### src/rtl/pam_mult_pkg.sv
// Shared constants, the round-robin pick result type and the round-robin
// search used by the multiplier scheduler.
package pam_mult_pkg;

    localparam int unsigned OP_W     = 8;
    localparam int unsigned PROD_W   = 16;
    localparam int unsigned MAX_REQ  = 8;
    localparam int unsigned RR_IDX_W = 3;
    localparam logic [15:0] STAT_MAX = 16'hFFFF;

    typedef struct packed {
        logic                hit;
        logic [RR_IDX_W-1:0] idx;
    } rr_pick_t;

    // First set bit of valid[0..n-1], searching from ptr+1 and wrapping at n.
    function automatic rr_pick_t rr_pick(input logic [MAX_REQ-1:0] valid,
                                         input int unsigned        ptr,
                                         input int unsigned        n);
        rr_pick_t    r;
        int unsigned idx;
        r = '0;
        for (int unsigned k = 1; k <= MAX_REQ; k++) begin
            if (k <= n) begin
                idx = ptr + k;
                if (idx >= n) idx = idx - n;
                if (!r.hit && valid[idx[RR_IDX_W-1:0]]) begin
                    r.hit = 1'b1;
                    r.idx = idx[RR_IDX_W-1:0];
                end
            end
        end
        return r;
    endfunction

endpackage

### src/rtl/pam_mult_sched_arb.sv
// Round-robin arbiter: one-hot grant gated by en; the pointer moves to the
// granted requester so it becomes lowest priority on the next search.
module pam_rr_arb
    import pam_mult_pkg::*;
#(
    parameter int unsigned NUM_REQ = 4,
    localparam int unsigned ID_W   = $clog2(NUM_REQ)
) (
    input  logic               clk,
    input  logic               rst,
    input  logic [NUM_REQ-1:0] req,
    input  logic               en,
    output logic [NUM_REQ-1:0] gnt,
    output logic [ID_W-1:0]    gnt_id
);

    logic [ID_W-1:0] ptr;
    rr_pick_t        pick;

    // Search from ptr+1; grant only while the pipeline can advance.
    always_comb begin
        pick   = rr_pick(MAX_REQ'(req), 32'(ptr), NUM_REQ);
        gnt_id = ID_W'(pick.idx);
        gnt    = '0;
        if (en && pick.hit) gnt[gnt_id] = 1'b1;
    end

    // Pointer starts at the last requester so requester 0 wins first.
    always_ff @(posedge clk) begin
        if (rst) begin
            ptr <= ID_W'(NUM_REQ - 1);
        end else if (en && pick.hit) begin
            ptr <= gnt_id;
        end
    end

endmodule

### src/rtl/pam_mult_sched.sv
// Shares one external combinational 8x8 multiplier core among NUM_REQ
// requesters: round-robin accept, operand register feeding mul_x/mul_y,
// product captured into a stallable result pipeline carrying id and tag.
// Optional grant statistics are built when PAM_MULT_STATS_EN is defined.
module pam_mult_sched
    import pam_mult_pkg::*;
#(
    parameter int unsigned NUM_REQ = 4,
    parameter int unsigned TAG_W   = 4,
    parameter int unsigned PIPE    = 2,
    localparam int unsigned ID_W   = $clog2(NUM_REQ)
) (
    input  logic                     clk,
    input  logic                     rst,
    input  logic [NUM_REQ-1:0]       req_valid,
    output logic [NUM_REQ-1:0]       req_ready,
    input  logic [NUM_REQ*8-1:0]     req_x,
    input  logic [NUM_REQ*8-1:0]     req_y,
    input  logic [NUM_REQ*TAG_W-1:0] req_tag,
    output logic [7:0]               mul_x,
    output logic [7:0]               mul_y,
    input  logic [15:0]              mul_z,
    output logic                     res_valid,
    input  logic                     res_ready,
    output logic [15:0]              res_z,
    output logic [ID_W-1:0]          res_id,
    output logic [TAG_W-1:0]         res_tag,
    output logic                     busy,
    input  logic [ID_W-1:0]          stat_sel,
    output logic [15:0]              stat_cnt
);

    typedef struct packed {
        logic              valid;
        logic [PROD_W-1:0] z;
        logic [ID_W-1:0]   id;
        logic [TAG_W-1:0]  tag;
    } stage_t;

    logic               adv;
    logic               xfer;
    logic [NUM_REQ-1:0] gnt;
    logic [ID_W-1:0]    gnt_id;

    logic               s0_valid;
    logic [ID_W-1:0]    s0_id;
    logic [TAG_W-1:0]   s0_tag;
    logic [OP_W-1:0]    s0_x;
    logic [OP_W-1:0]    s0_y;
    logic [OP_W-1:0]    sel_x;
    logic [OP_W-1:0]    sel_y;
    logic [TAG_W-1:0]   sel_tag;

    stage_t             pipe [1:PIPE-1];
    stage_t             res_st;

    assign adv       = !res_valid || res_ready;
    assign xfer      = |gnt;
    assign req_ready = gnt;

    pam_rr_arb #(.NUM_REQ(NUM_REQ)) u_arb (
        .clk    (clk),
        .rst    (rst),
        .req    (req_valid),
        .en     (adv),
        .gnt    (gnt),
        .gnt_id (gnt_id)
    );

    // Route the granted requester's operands and tag toward stage 0.
    always_comb begin
        sel_x   = req_x[32'(gnt_id)*OP_W +: OP_W];
        sel_y   = req_y[32'(gnt_id)*OP_W +: OP_W];
        sel_tag = req_tag[32'(gnt_id)*TAG_W +: TAG_W];
    end

    // Stage 0: operand register driving the core; holds while stalled.
    always_ff @(posedge clk) begin
        if (rst) begin
            s0_valid <= 1'b0;
            s0_x     <= '0;
            s0_y     <= '0;
            s0_id    <= '0;
            s0_tag   <= '0;
        end else if (adv) begin
            s0_valid <= xfer;
            if (xfer) begin
                s0_x   <= sel_x;
                s0_y   <= sel_y;
                s0_id  <= gnt_id;
                s0_tag <= sel_tag;
            end
        end
    end

    assign mul_x = s0_x;
    assign mul_y = s0_y;

    // Stages 1..PIPE-1: capture the core product, then shift on advance.
    always_ff @(posedge clk) begin
        if (rst) begin
            for (int unsigned i = 1; i < PIPE; i++) pipe[i] <= '0;
        end else if (adv) begin
            pipe[1] <= '{valid: s0_valid, z: mul_z, id: s0_id, tag: s0_tag};
            for (int unsigned i = 2; i < PIPE; i++) pipe[i] <= pipe[i-1];
        end
    end

    assign res_st    = pipe[PIPE-1];
    assign res_valid = res_st.valid;
    assign res_z     = res_st.z;
    assign res_id    = res_st.id;
    assign res_tag   = res_st.tag;

    // Busy while any stage holds a live request.
    always_comb begin
        busy = s0_valid;
        for (int unsigned i = 1; i < PIPE; i++) busy = busy | pipe[i].valid;
    end

`ifdef PAM_MULT_STATS_EN
    logic [15:0] cnt [NUM_REQ];

    // Per-requester saturating grant counters.
    always_ff @(posedge clk) begin
        if (rst) begin
            for (int unsigned i = 0; i < NUM_REQ; i++) cnt[i] <= '0;
        end else begin
            for (int unsigned i = 0; i < NUM_REQ; i++) begin
                if (gnt[i] && cnt[i] != STAT_MAX) cnt[i] <= cnt[i] + 16'd1;
            end
        end
    end

    // Counter readback; out-of-range selects read as zero.
    always_comb begin
        stat_cnt = '0;
        for (int unsigned i = 0; i < NUM_REQ; i++) begin
            if (32'(stat_sel) == i) stat_cnt = cnt[i];
        end
    end
`else
    logic unused_stat_sel;
    assign unused_stat_sel = ^stat_sel;
    assign stat_cnt        = '0;
`endif

endmodule
### config.mk
export PLATFORM = sky130hd
export DESIGN_NAME = pam_mult_sched
export DESIGN_NICKNAME = d
export VERILOG_FILES = /design/src/rtl/pam_mult_pkg.sv /design/src/rtl/pam_mult_sched_arb.sv /design/src/rtl/pam_mult_sched.sv
export SDC_FILE = /design/constraint.sdc
export NUM_CORES = 1
export LEC_CHECK = 0
export CELL_PAD_IN_SITES_DETAIL_PLACEMENT = 1
export CELL_PAD_IN_SITES_GLOBAL_PLACEMENT = 1
export CORE_MARGIN = 2
export CORE_UTILIZATION = 28
export CTS_BUF_LIST = sky130_fd_sc_hd__clkbuf_8
export CTS_CLUSTER_DIAMETER = 100
export DETAILED_ROUTE_END_ITERATION = 10
export GPL_ROUTABILITY_DRIVEN = 1
export PLACE_DENSITY = 0.89
export SYNTH_ARGS = -nofsm -noshare
export SYNTH_HDL_FRONTEND = slang
export SYNTH_SLANG_ARGS = --single-unit
### constraint.sdc
create_clock -name clk -period 3.25 [get_ports clk]
set_input_delay 0.65 -clock clk [delete_from_list [all_inputs] [get_ports clk]]
set_output_delay 0.65 -clock clk [all_outputs]
set_load 0.01 [all_outputs]
Word-level counts from Yosys, hierarchy flattened
Memory sizes are Yosys's and may differ from the RTL's.
Cells that the tools add are included.
- register bits after elaboration: 25
- memory bits (writable): 23
- memories kept: 1
- add/sub/neg operators: 8
- magnitude comparators: 10
- shift-type cells: 3
- mux-type cells: 25
- bitwise operators: 2
- reductions and logical operators: 12
- memories (name ; words ; bits a word ; read ports ; clocked after memory_dff ; wr ports ; RTL line ; source):
    pipe ; 1 ; 23 ; 1 ; 0 ; 1 ; pam_mult_sched.sv:54 ; stage_t pipe [1:PIPE-1];
- operator list (cell ; number):
    >= comparator 32 x 3 -> 1 bit, second input constant ; 3
    variable part select 32 x 6 -> 8 bit ; 2
    two-way mux 23 bit ; 1
    two-way mux 4 bit ; 5
    less-than comparator 3 x 4 -> 1 bit, second input constant ; 4
    variable part select 16 x 5 -> 4 bit ; 1
    binary-select mux 1 bit (select 3 bit) ; 4
    two-way mux 3 bit ; 4
    subtractor 3 bit, second input constant ; 4
    two-way mux 1 bit ; 10
    adder 2 x 2 -> 3 bit, second input constant ; 2
    logical AND 1 bit ; 5
    adder 2 x 3 -> 4 bit, second input constant ; 1
    >= comparator 4 x 3 -> 1 bit, second input constant ; 1
    logical NOT 1 bit ; 4
    OR reduction 4 bit ; 1
    adder 2 x 1 -> 3 bit, second input constant ; 1
    less-than comparator 2 x 3 -> 1 bit, second input constant ; 1
    demux 1 bit (select 2 bit) ; 1
    >= comparator 2 x 1 -> 1 bit, second input constant ; 1
    bitwise OR 1 bit ; 2
    AND reduction 2 bit ; 1
    logical OR 1 bit ; 1

Depth between registers and ports, before layout
- word-level depth: 22
- depth in mapped cells: 11
- depth with buffers taken out: 8

Cells and area by module
A second synthesis with hierarchy kept.
- cells, all modules: 248
- area total of the unflattened synthesis: 2897.8 sq um
- by module, submodules not included (module ; times used ; cells an instance ; area each (sq um) ; seq. area each (sq um)):
    pam_mult_sched ; 1 ; 200 ; 2452.4 ; 1151.1
    pam_rr_arb ; 1 ; 48 ; 445.4 ; 40.0

Least setup slack after synthesis
OpenSTA, ideal clock, no wires.
- path type: register to output
- from: register u_arb.ptr[0]
- to: output req_ready[1]
- arrival time: 2.278 ns
- required time: 2.600 ns
- setup slack: 0.322 ns
- cell stages (with the launch flop): 11
- buffers on the path: 3
- cell sequence: dfxtp_1 buf_6 inv_1 ha_1 mux4_2 nand2b_1 nand2_1 a2bb2oi_1 buf_2 buf_2 nor4_1
- word-level cells in the longest chain between the ends: 20
- RTL lines (element ; RTL line ; source):
    from (decl) ; pam_mult_sched_arb.sv:17 ; logic [ID_W-1:0] ptr;
    from (signal assigned) ; pam_mult_sched_arb.sv:31 ; ptr <= ID_W'(NUM_REQ - 1);
    from (signal assigned) ; pam_mult_sched_arb.sv:33 ; ptr <= gnt_id;
    adder 2 x 1 -> 3 bit ; pam_mult_pkg.sv:25 ; idx = ptr + k;
    >= comparator 32 x 3 -> 1 bit / subtractor 3 bit (equally long branches) ; pam_mult_pkg.sv:26 ; if (idx >= n) idx = idx - n;
    two-way mux 3 bit ; pam_mult_pkg.sv:26 ;
    binary-select mux 1 bit (select 3 bit) ; pam_mult_pkg.sv:27 ; if (!r.hit && valid[idx[RR_IDX_W-1:0]]) begin
    two-way mux 1 bit (implied by the code) ; pam_mult_pkg.sv:27 ;
    two-way mux 4 bit ; pam_mult_pkg.sv:27 ;
    logical NOT 1 bit ; pam_mult_pkg.sv:27 ;
    logical AND 1 bit ; pam_mult_pkg.sv:27 ;
    [4 not listed] ; n/a ;
    logical NOT 1 bit ; pam_mult_pkg.sv:27 ;
    logical AND 1 bit ; pam_mult_pkg.sv:27 ;
    two-way mux 4 bit (*) ; pam_mult_pkg.sv:27 ;
    less-than comparator 2 x 3 -> 1 bit (implied by the code) / >= comparator 2 x 1 -> 1 bit (equally long branches) ; pam_mult_sched_arb.sv:25 ; if (en && pick.hit) gnt[gnt_id] = 1'b1;
    logical AND 1 bit (implied by the code) ; pam_mult_sched_arb.sv:25 ;
    two-way mux 1 bit (implied by the code) ; pam_mult_sched_arb.sv:25 ;
    demux 1 bit (select 2 bit) ; n/a ;
    two-way mux 4 bit (*) ; pam_mult_sched_arb.sv:25 ;
    to (decl) ; pam_mult_sched.sv:16 ; output logic [NUM_REQ-1:0] req_ready,
Mark *: on every way between the ends. The rest lies on a longest branch, timed or not. The select of a mux whose other input is x is not followed.

Worst setup path after layout
- from: input req_valid[3]
- to: output req_ready[3]
- word-level cells in the longest chain between the ends: 17
- RTL lines (element ; RTL line ; source):
    from (decl) ; pam_mult_sched.sv:15 ; input logic [NUM_REQ-1:0] req_valid,
    binary-select mux 1 bit (select 3 bit) ; pam_mult_pkg.sv:27 ;
    two-way mux 1 bit (implied by the code) ; pam_mult_pkg.sv:27 ;
    two-way mux 4 bit ; pam_mult_pkg.sv:27 ;
    logical NOT 1 bit ; pam_mult_pkg.sv:27 ;
    logical AND 1 bit ; pam_mult_pkg.sv:27 ;
    two-way mux 4 bit ; pam_mult_pkg.sv:27 ;
    logical NOT 1 bit ; pam_mult_pkg.sv:27 ;
    logical AND 1 bit ; pam_mult_pkg.sv:27 ;
    two-way mux 4 bit ; pam_mult_pkg.sv:27 ;
    logical NOT 1 bit ; pam_mult_pkg.sv:27 ;
    logical AND 1 bit ; pam_mult_pkg.sv:27 ;
    two-way mux 4 bit (*) ; pam_mult_pkg.sv:27 ;
    less-than comparator 2 x 3 -> 1 bit (implied by the code) / >= comparator 2 x 1 -> 1 bit (equally long branches) ; pam_mult_sched_arb.sv:25 ;
    logical AND 1 bit (implied by the code) ; pam_mult_sched_arb.sv:25 ;
    two-way mux 1 bit (implied by the code) ; pam_mult_sched_arb.sv:25 ;
    demux 1 bit (select 2 bit) ; n/a ;
    two-way mux 4 bit (*) ; pam_mult_sched_arb.sv:25 ;
Marked as above.

==> results <==
[worst min-delay path: stages, from the launching register on]
cell and delay, ns:
dfxtp_1 0.34, nand2_1 0.06, o221ai_2 0.05
[per-layer routing]
metal,routed length (microns),up-vias,global-route usage (%)
li1,-,1173,-
met1,3530,1178,17.7
met2,4750,106,31.3
met3,542,6,4.22
met4,66,0,3.38
met5,0,-,0
[what timing repair did]
item                                    CTS  global route
setup buffers                             3             0
gates resized for setup                  26             5
pin swaps                                 7             3
endpoints found under the setup margin    4             4
[layout make-up]
class / instances / share of cell area (%)
timing repair buffer: 168 / 35.6
multi-input combinational: 174 / 32.1
sequential: 48 / 26.0
tap: 133 / 3.63
clock buffer: 5 / 1.50
clock inverter: 3 / 1.01
inverter: 3 / 0.246
[sequential cells by signal, indices dropped and copies added (netlist names)]
name / cells
mul_x: 8
mul_y: 8
s0_valid: 1
pipe: 23
u_arb.ptr: 2
s0_id: 2
s0_tag: 4
[logic make-up after synthesis]
| kind of cell | count (synthesis) | share of synthesized area, % |
|---|---|---|
| AO/OA/AOI/OAI | 35 | 15.1 |
| AND/OR/NAND/NOR | 74 | 14.3 |
| adder cells (fa/ha/maj) | 1 | 0.451 |
| multiplexers | 48 | 19.0 |
| flip-flops | 48 | 42.9 |
| buffers and inverters | 35 | 8.16 |
| other | 1 | 0.135 |
[cell usage in the layout, fill, tap and decap left out, types with 2 or more instances in the layout]
master and n:
or2_2 2, o221ai_2 20, nand3b_1 2, dlygate4sd2_1 4
nor2_1 12, nand2_1 20, clkdlybuf4s15_2 2, mux4_2 3
buf_2 2, conb_1 16, clkbuf_8 5, inv_1 3
mux2i_1 44, buf_4 20, a21oi_1 3, and2_1 23
edfxtp_1 23, o21ai_0 2, clkdlybuf4s50_1 138, dfxtp_1 24
nor3_1 3
[power groups by stage]
stage          sequential [W]  clock, W  combinational [W]
6_report             0.000891  0.000455            0.00227
5_1_grt              0.000911  0.000489            0.00244
4_1_cts              0.000891  0.000464            0.00228
3_5_place_dp         0.000900         0            0.00220
3_3_place_gp         0.000892         0            0.00214
2_1_floorplan        0.000943         0            0.00135
[path summary, 6_finish.rpt]
| check | from | end | slack [ns] |
|---|---|---|---|
| worst max-delay path | req_valid[3] | req_ready[3] | 0.004 |
| worst min-delay path | mul_x[1] | mul_x[1] | 0.48 |
| worst max register to register | u_arb.ptr[1] | s0_tag[3] | 0.14 |
| worst min register to register | mul_x[1] | mul_x[1] | 0.48 |
[metrics by stage]
stage          hold WS [ns]  TNS (ns)  setup slack (ns)
5_1_grt               0.502   -0.0694           -0.0375
3_3_place_gp          0.441     -3.34            -0.471
4_1_cts               0.482         0            0.0111
3_5_place_dp          0.448     -5.89            -0.544
2_1_floorplan         0.427         0             0.322
6_report              0.476         0           0.00383
==> impl_metrics.py <==
metrics = {
    "die": {
        "die_height_microns": 104,
        "rows": 36,
        "design.die.area_sq_um": 10700,
        "start_util_pct": 28.7,
        "core_sq_um": 9680,
        "pin_count": 165,
        "die_w_microns": 104,
    },
    "run": {
        "cap_viol_max_count": 0,
    },
    "place": {
        "place.gp.congestion": 0.742,
        "dpl_cell_area_sq_um": 4420,
        "port_buffers": 146,
        "dp_hpwl_mm": 6.75,
        "placed_cells": 523,
    },
    "yosys": {
        "synthFlopType": "dfxtp_1",
        "synth_top_area_share_pct": 24.9,
        "ys_top_cells_by_count": "mux2i_1, dfxtp_1, and2_1",
        "yosysWarnings": 0,
        "ys_types": 40,
        "avgSynthCellArea_sq_um": 11.5,
        "ys_ff_latch": 48,
        "yosysSeqAreaShare_pct": 42.9,
        "synthTopCellsByArea": "edfxtp_1, dfxtp_1, mux2i_1, o221ai_2, and2_1",
        "synth_edf_count": 23,
        "synth.most_common_cell": "mux2i_1",
        "syn_inst": 242,
        "netlist_area_sq_um": 2780,
        "async_flop_share_pct": 0,
        "yosysTopAreaCell": "edfxtp_1",
    },
    "routing": {
        "drtAntennaViolNets": 0,
        "vias": 2463,
        "drt-wirelength-per-cell_microns": 16.6,
        "via_per_inst": 4.61,
        "drtPass1Iterations": 3,
        "wirelength_mm": 8.88,
        "route.detailed.drc": 0,
        "first_iter_violations": 39,
    },
    "sta": {
        "fin_crit_ns": 3.25,
        "maxSlewHeadroom_pct": 17.7,
        "setup_violations": 0,
        "tightest_slew_ns": 1.23,
        "finalHoldViolCount": 0,
        "fin_crit_sh_pct": 99.9,
        "fmax_mhz": 308,
        "slew_violations": 0,
        "fin_skew_ns": 0.0135,
    },
    "power": {
        "p_switching_w": 0.00139,
        "pwr-share-comb_pct": 62.8,
        "p_int_w": 0.00223,
        "p_sw_share_pct": 38.3,
        "vdd_drop_max_uv": 303,
        "clkPwrFrac_pct": 12.6,
        "powerDensity_nw_per_um2": 789,
        "p_total_w": 0.00362,
        "p_seq_share_pct": 24.6,
        "leakage_nw": 1.88,
    },
    "hold_path": {
        "worst_hold_path_type": "reg -> reg",
        "hold_depth": 2,
    },
    "critical_path": {
        "critical-path-slowest-cell": "mux4_2",
        "path_buf_inv": 3,
        "worst_r2r_path_depth": 8,
        "cp.depth": 7,
        "critPathArrivalTime_ns": 2.60,
        "critPathCaptureType": "output port",
        "cp_slowest_stage_delay_ns": 0.53,
        "path_cells": "dlygate4sd2_1 -> buf_4 -> mux4_2 -> o21ai_0 -> a22oi_2 -> and3b_2 -> clkdlybuf4s15_2",
        "cp-start-kind": "primary input",
        "cp_top_family": "buffers and inverters",
        "crit_path_max_fanout": 6,
        "criticalPathCategory": "in -> out",
        "worstPathRequired_ns": 2.60,
    },
    "layout": {
        "fin_util_pct": 47.4,
        "nets": 506,
        "syn2layout_area_growth_pct": 65.2,
        "final_layout_size_suffix_gt1_share_pct": 18.7,
        "fin_area_sq_um": 4590,
        "antenna_cells": 0,
        "fin_cells": 534,
        "seq_area_sq_um": 1190,
        "multi_input_area_sq_um": 1470,
        "fillers": 1050,
    },
    "cts": {
        "htreeDepth": 2,
        "cts_root_buf": "clkbuf_8",
        "cts_sinks": 48,
        "holdBufCountCts": 0,
        "path_clk_slew_ns": 0.10,
        "cts_tree": "yes",
        "cts_buffer_depth": 2,
        "numCtsBuffers": 5,
        "clkLatencyLatePin_ns": 0.31,
    },
    "global_route": {
        "overflow": 0,
        "grt_pass1_vias": 2694,
        "antenna_found_initial": 0,
        "grt_start_max_net_pins": 38,
        "grt_pass1_wl_mm": 13.9,
        "grt_use_total_pct": 16.2,
    },
    "status": {
        "outcome": "complete, no violations",
    },
}
No activity file was read; power rests on OpenSTA's default activity.
